`config.mk`:
```
export PLATFORM = sky130hd
export DESIGN_NAME = pattern_gen_scheduler
export DESIGN_NICKNAME = d
export VERILOG_FILES = /design/src/rtl/pattern_gen_scheduler_pkg.sv /design/src/rtl/pattern_gen_scheduler_rr_pick.sv /design/src/rtl/pattern_gen_scheduler.sv
export SDC_FILE = /design/constraint.sdc
export NUM_CORES = 1
export LEC_CHECK = 0
export CORE_UTILIZATION = 30
export DETAILED_ROUTE_END_ITERATION = 8
export SYNTH_ARGS = -nofsm -noshare
export SYNTH_HDL_FRONTEND = slang
export SYNTH_HIERARCHICAL = 1
export SYNTH_SLANG_ARGS = --single-unit
```
`constraint.sdc`:
```
create_clock -name i_clk -period 2.85 [get_ports i_clk]
set_input_delay 0.855 -clock i_clk [delete_from_list [all_inputs] [get_ports i_clk]]
set_output_delay 0.855 -clock i_clk [all_outputs]
set_load 0.05 [all_outputs]
```
`src/rtl/pattern_gen_scheduler_pkg.sv`:
```
// Shared types for the pattern generator and the scheduler that arbitrates access to it.
package pattern_gen_scheduler_pkg;

  typedef enum logic [1:0] {
    SEQ_IDLE = 2'd0,
    SEQ_A    = 2'd1,
    SEQ_B    = 2'd2,
    SEQ_C    = 2'd3
  } states_t;

  typedef enum logic [2:0] {
    S_IDLE   = 3'd0,
    S_LAUNCH = 3'd1,
    S_WAIT   = 3'd2,
    S_RUN    = 3'd3,
    S_DRAIN  = 3'd4
  } sched_state_t;

  typedef enum logic [1:0] {
    ERR_NONE = 2'd0,
    ERR_TMO  = 2'd1,
    ERR_ACNT = 2'd2,
    ERR_SEQ  = 2'd3
  } err_code_t;

  // A-phase count saturates at 3 so any excess is still distinguishable from 2.
  function automatic logic [1:0] sat_inc_acnt(logic [1:0] v);
    return (v == 2'd3) ? 2'd3 : v + 2'd1;
  endfunction

endpackage

```
`src/rtl/pattern_gen_scheduler_rr_pick.sv`:
```
// Combinational round-robin picker: first requester at or after ptr, wrapping.
module rr_pick
  import pattern_gen_scheduler_pkg::*;
#(
  parameter int N_REQ = 4,
  parameter int PTR_W = 2
) (
  input  logic [N_REQ-1:0] req,
  input  logic [PTR_W-1:0] ptr,
  output logic [N_REQ-1:0] grant,
  output logic [PTR_W-1:0] idx,
  output logic             any
);

  int               cand;
  logic [PTR_W-1:0] cand_idx;

  always_comb begin
    grant    = '0;
    idx      = '0;
    any      = 1'b0;
    cand     = 0;
    cand_idx = '0;
    for (int off = 0; off < N_REQ; off++) begin
      cand = int'(ptr) + off;
      if (cand >= N_REQ) begin
        cand = cand - N_REQ;
      end
      cand_idx = cand[PTR_W-1:0];
      if (!any && req[cand_idx]) begin
        any             = 1'b1;
        grant[cand_idx] = 1'b1;
        idx             = cand_idx;
      end
    end
  end

endmodule

```
`src/rtl/pattern_gen_scheduler.sv`:
```
// Shares one A-B-B-B-A-C pattern generator between N_REQ requesters and
// validates each job's phase sequence before reporting done or error.
module pattern_gen_scheduler
  import pattern_gen_scheduler_pkg::*;
#(
  parameter int N_REQ   = 4,
  parameter int TIMEOUT = 16
) (
  input  logic             i_clk,
  input  logic             i_rstn,
  input  logic [N_REQ-1:0] i_req,
  output logic [N_REQ-1:0] o_grant,
  output logic [N_REQ-1:0] o_done,
  output logic             o_err,
  output logic [1:0]       o_err_code,
  output logic             o_busy,
  output logic             o_gen_req,
  input  logic [1:0]       i_gen_seq,
  input  logic             i_gen_running
);

  localparam int PTR_W = (N_REQ > 1) ? $clog2(N_REQ) : 1;
  localparam int WD_W  = (TIMEOUT > 1) ? $clog2(TIMEOUT) : 1;
  localparam logic [WD_W-1:0]  WD_LAST  = WD_W'(TIMEOUT - 1);
  localparam logic [PTR_W-1:0] PTR_LAST = PTR_W'(N_REQ - 1);

  sched_state_t     state, next_state;
  states_t          seq, prev_seq;
  logic [PTR_W-1:0] ptr, owner;
  logic [1:0]       a_cnt, a_cnt_next;
  logic [WD_W-1:0]  wd_cnt;

  logic [N_REQ-1:0] pick_grant;
  logic [PTR_W-1:0] pick_idx;
  logic             pick_any;

  logic      take, release_job, done_fire, err_fire, wd_expired;
  err_code_t err_next;

  assign seq        = states_t'(i_gen_seq);
  assign wd_expired = (wd_cnt == WD_LAST);

  rr_pick #(
    .N_REQ (N_REQ),
    .PTR_W (PTR_W)
  ) u_rr_pick (
    .req   (i_req),
    .ptr   (ptr),
    .grant (pick_grant),
    .idx   (pick_idx),
    .any   (pick_any)
  );

  always_comb begin
    next_state  = state;
    a_cnt_next  = a_cnt;
    take        = 1'b0;
    release_job = 1'b0;
    done_fire   = 1'b0;
    err_fire    = 1'b0;
    err_next    = ERR_NONE;
    case (state)
      S_IDLE: begin
        if (pick_any && seq == SEQ_IDLE) begin
          take       = 1'b1;
          a_cnt_next = 2'd0;
          next_state = S_LAUNCH;
        end
      end
      S_LAUNCH: next_state = S_WAIT;
      S_WAIT: begin
        if (seq == SEQ_A) begin
          a_cnt_next = 2'd1;
          next_state = S_RUN;
        end else if (seq == SEQ_B || seq == SEQ_C) begin
          err_fire   = 1'b1;
          err_next   = ERR_SEQ;
          next_state = S_DRAIN;
        end else if (wd_expired) begin
          err_fire    = 1'b1;
          err_next    = ERR_TMO;
          release_job = 1'b1;
          next_state  = S_IDLE;
        end
      end
      S_RUN: begin
        if (seq == SEQ_A && prev_seq != SEQ_A) begin
          a_cnt_next = sat_inc_acnt(a_cnt);
        end
        // Only the A count accumulated before C matters; C itself never counts.
        if (seq == SEQ_C) begin
          if (a_cnt == 2'd2) begin
            done_fire = 1'b1;
          end else begin
            err_fire = 1'b1;
            err_next = ERR_ACNT;
          end
          next_state = S_DRAIN;
        end else if (seq == SEQ_IDLE) begin
          err_fire   = 1'b1;
          err_next   = ERR_SEQ;
          next_state = S_DRAIN;
        end else if (wd_expired) begin
          err_fire    = 1'b1;
          err_next    = ERR_TMO;
          release_job = 1'b1;
          next_state  = S_IDLE;
        end
      end
      S_DRAIN: begin
        if (seq == SEQ_IDLE && !i_gen_running) begin
          release_job = 1'b1;
          next_state  = S_IDLE;
        end else if (wd_expired) begin
          err_fire    = 1'b1;
          err_next    = ERR_TMO;
          release_job = 1'b1;
          next_state  = S_IDLE;
        end
      end
      default: next_state = S_IDLE;
    endcase
  end

  always_ff @(posedge i_clk or negedge i_rstn) begin
    if (!i_rstn) begin
      state      <= S_IDLE;
      prev_seq   <= SEQ_IDLE;
      ptr        <= '0;
      owner      <= '0;
      a_cnt      <= 2'd0;
      wd_cnt     <= '0;
      o_grant    <= '0;
      o_done     <= '0;
      o_err      <= 1'b0;
      o_err_code <= ERR_NONE;
      o_busy     <= 1'b0;
      o_gen_req  <= 1'b0;
    end else begin
      state     <= next_state;
      prev_seq  <= seq;
      a_cnt     <= a_cnt_next;
      o_gen_req <= (next_state == S_LAUNCH);
      o_busy    <= (next_state != S_IDLE);
      o_done    <= done_fire ? o_grant : '0;
      o_err     <= err_fire;
      if (err_fire) begin
        o_err_code <= err_next;
      end
      // Watchdog measures time spent in the current state only.
      if (next_state != state) begin
        wd_cnt <= '0;
      end else if (!wd_expired) begin
        wd_cnt <= wd_cnt + WD_W'(1);
      end
      if (take) begin
        o_grant <= pick_grant;
        owner   <= pick_idx;
      end else if (release_job) begin
        o_grant <= '0;
        ptr     <= (owner == PTR_LAST) ? '0 : owner + PTR_W'(1);
      end
    end
  end

endmodule
```
==> results.md <==
* Cells along the critical path: inv_1 -> ha_1 -> mux4_2 -> nor3_4 -> nand2b_1 -> a21boi_2 -> buf_4 -> o22ai_1 -> and3_1 -> a211oi_1
* Met2 usage at 0.2120
* Setup TNS at 0 ps
* H-tree Lvls at 1
* CTS buffer count at 3
* Max incr delay on CP at 480 ps
* Gate Count Post-Synth at approximately 200
* Final period utilization at 0.8732
* IO Pins at 22
* R2r startpoint: ptr[0]$_DFFE_PN0P_
* Crit path kind: flip-flop to flip-flop
* Avg Cell Area, Syn at roughly 9 um^2
* FMAX at ~400 MHz
* # DRC at 0
* Hold buffer count at CTS at 0
* Final min period at 2489 ps
* Routed Antenna Nets at 0
* Ant diodes at 0
* Main synth FF type: dfrtp_1
* DP HPWL at between 2 and 3 mm
* Asr flop ratio synth at 1.000
* Cell Area, Synth at 1812 um^2
* GRT overflow at 0
* CP max stage cell: dfrtp_1
* Synth warn at 6
* Initial DRT Pass Iterations at 5
* First-pass GRT wire length at 6.741 mm
* Reg2reg end: a_cnt[0]$_DFFE_PN0P_
* CTS tree: built
* Routed vias at between 1500 and 2000
* Clk slew on worst S/H paths at roughly 100 ps
* GR Layer Usage met1 at 0.1796
* Status: complete, no violations
* Gr usage total at 0.1366
* FF-to-FF path depth at 10
* Data required, critical path at ~3100 ps
* Core area at about 5700 um^2
* Max Cap Violations at 0
* Worst-Skew Late Latency at roughly 280 ps
* Crit. Startpoint: ptr[0]$_DFFE_PN0P_
* CTS max path bufs at 2
* CP Buf/Inv Count at 2
* TritonCTS Sinks at 28
* Nets at 250
* Routed len/inst at roughly 13 um
* Area leader, netlist: dfrtp_1
* Post-route cell area at about 2300 um^2
* Met3 Use GR at 0.02286
* IO Port Bufs at 21
* Antenna violations before repair at 0
* Routed WL at roughly 4.0 mm
* Synth-to-Final Area Change at 27.83%
* Final Max Slew Viols at 0
* Slew margin rel. at 0.6702
* Crit. path cell count at 10
* RSZ-0062 raised after global routing: no
* Number of filler instances in the final layout at around 550
* Critical path arrival at about 2700 ps
* Pin count of the biggest net entering global routing at 29
* Leak Pwr at between 1 and 1.5 nW
* Worst Setup End Kind: flip-flop
* Critical Path Start Type: flip-flop
* Initial Util at 0.3192
* Count leader, synth: nand2_1
* Area of the multi-input gates at between 1000 and 1500 um^2
* FF/Latch Area at ~700 um^2
* Yosys cell types at 47
* Class of the worst hold path: flip-flop to flip-flop
* Top Usage Layer GRT: met2
* Vias in the first global route at around 1500
* P per Cell Area at 978.3 nW/um^2
* Initial DRC Count at 94
* Clock root buffer master: clkbuf_8
* Top cell family by delay on the critical path: simple AND/OR/NAND/NOR gates
* Routability cong. at between 0.8 and 0.9
* Sequential area share after synthesis at 0.3867
* Final worst slack at approximately 360 ps
* Dominant cells by area after synthesis: dfrtp_1 (39%), nand2_1 (6.2%), ha_1 (4.8%)
* Flop2flop setup slack at approximately 360 ps
* Crit path capture: a_cnt[0]$_DFFE_PN0P_
* Post-synth net total at 214
* Site row count at 27
* Hold Fails Final Rpt at 0
* Die Wd at roughly 80 um
* Worst-Margin Slew at ~500 ps
* Total Power at around 2.3 mW
* Die area at ~6400 um^2
* DP Worst Slack at -340.2 ps
* Post-synth top area share at 0.3867
* Clk_skew at around 1.2 ps
* VDD IR max at between 0.3 and 0.4 mV
* Placed Instances at 300
* Yosys reg bits at 28
* Layout cells sized above 1 at 0.1674
* Die height at around 80 um
* EDFF count, synth at 0
* Vias per inst at between 5 and 6
* WHS Path Cells at 2
* Most frequent cells after synthesis: nand2_1 (30), dfrtp_1 (28), nor2_1 (17), o21ai_0 (15), a22oi_1 (8)
* Cell Area, Placed at roughly 2200 um^2
* Setup Viol. Count Final at 0
* Worst Path Max Fanout at 7
* Post-route insts no fill at approximately 310
[worst min path at each step]
stage,from,endpoint
2_1_floorplan,owner[1]$_DFFE_PN0P_,owner[1]$_DFFE_PN0P_
3_3_place_gp,owner[1]$_DFFE_PN0P_,owner[1]$_DFFE_PN0P_
3_5_place_dp,owner[1]$_DFFE_PN0P_,owner[1]$_DFFE_PN0P_
4_1_cts,owner[1]$_DFFE_PN0P_,owner[1]$_DFFE_PN0P_
5_1_grt,owner[1]$_DFFE_PN0P_,owner[1]$_DFFE_PN0P_
6_report,owner[1]$_DFFE_PN0P_,owner[1]$_DFFE_PN0P_
[power by group]
part	internal, mW	total (mW)	switching [mW]	leakage [nW]
registers	0.523	0.660	0.137	0.359
logic	0.583	1.29	0.703	0.633
clock network	0.188	0.319	0.131	0.0357
[worst reg2reg max path, delay by kind of cell, from the launching register on]
kind                       cells  cell delay [ps]
DFF                            1              480
adders and majority gates      1              370
muxes                          1              370
buffers and inverters          2              210
AOI/OAI and AO/OA              3              440
and+or+nand+nor                3              550
[sequential cells by signal, summed over array words and instances (netlist names)]
| register | flops |
|---|---|
| o_done | 4 |
| o_grant | 4 |
| wd_cnt | 4 |
| state | 3 |
| a_cnt | 2 |
| o_err_code | 2 |
| owner | 2 |
| prev_seq | 2 |
| ptr | 2 |
| o_busy | 1 |
| o_err | 1 |
| o_gen_req | 1 |
[cell type report]
type,count,share of cell area
Inverter,5,0.008104
Timing Repair Buffer,41,0.1653
Tap cell,72,0.03890
Clock buffer,3,0.01783
Sequential cell,28,0.3025
Multi-Input combinational cell,155,0.4543
Clock inverter,1,0.01297
[cell families after synthesis]
| logic type | count (synthesis) | share of synthesized area |
|---|---|---|
| buffers and inverters | 15 | 0.04420 |
| adders and majority gates | 7 | 0.04834 |
| AOI/OAI and AO/OA | 52 | 0.1913 |
| and+or+nand+nor | 85 | 0.2362 |
| DFF | 28 | 0.3867 |
| muxes | 9 | 0.08356 |
| xor gates and xnor gates | 2 | 0.009670 |
[metrics by stage]
step	hold WS, ps	utilization
after global routing	520.9	0.4081
after CTS	499.3	0.4032
after floorplan	449.8	-
after detailed placement	473.7	0.3887
after global placement	466.3	0.3887
final	495.0	0.4081
[placed cells by master, fill, tap and decap left out, drive strengths merged, types with 2 or more instances in the layout]
| cell | instances |
|---|---|
| nand3 | 5 |
| clkdlybuf4s50 | 17 |
| dlymetal6s2s | 4 |
| a21boi | 2 |
| a22oi | 8 |
| and2 | 6 |
| a32o | 2 |
| nor3 | 4 |
| o21ai | 17 |
| or3 | 3 |
| o221ai | 2 |
| a211oi | 3 |
| nor2 | 17 |
| buf | 20 |
| nand2 | 30 |
| mux2 | 3 |
| nor2b | 7 |
| clkbuf | 3 |
| a21oi | 4 |
| a31oi | 4 |
| ha | 7 |
| dfrtp | 28 |
| mux4 | 4 |
| nand2b | 5 |
| and3 | 2 |
| and2b | 2 |
| o22ai | 2 |
| inv | 5 |
| xnor2 | 2 |
| o2111ai | 2 |
| mux2i | 2 |
[routing by layer]
metal | routed length, um | share of wire
met4 | 90 | 0.023
met3 | 181 | 0.046
met2 | 1808 | 0.46
met5 | 0 | 0
met1 | 1881 | 0.47
[timing repair]
action                     in CTS  in global routing
gates resized for setup         2                 10
setup endpoints to repair       4                 12
cloned                          0                  0
pin swaps                       0                  1
buffers inserted                0                  1
hold endpoints to repair        0                  0
No activity file was read; power rests on OpenSTA's default activity.
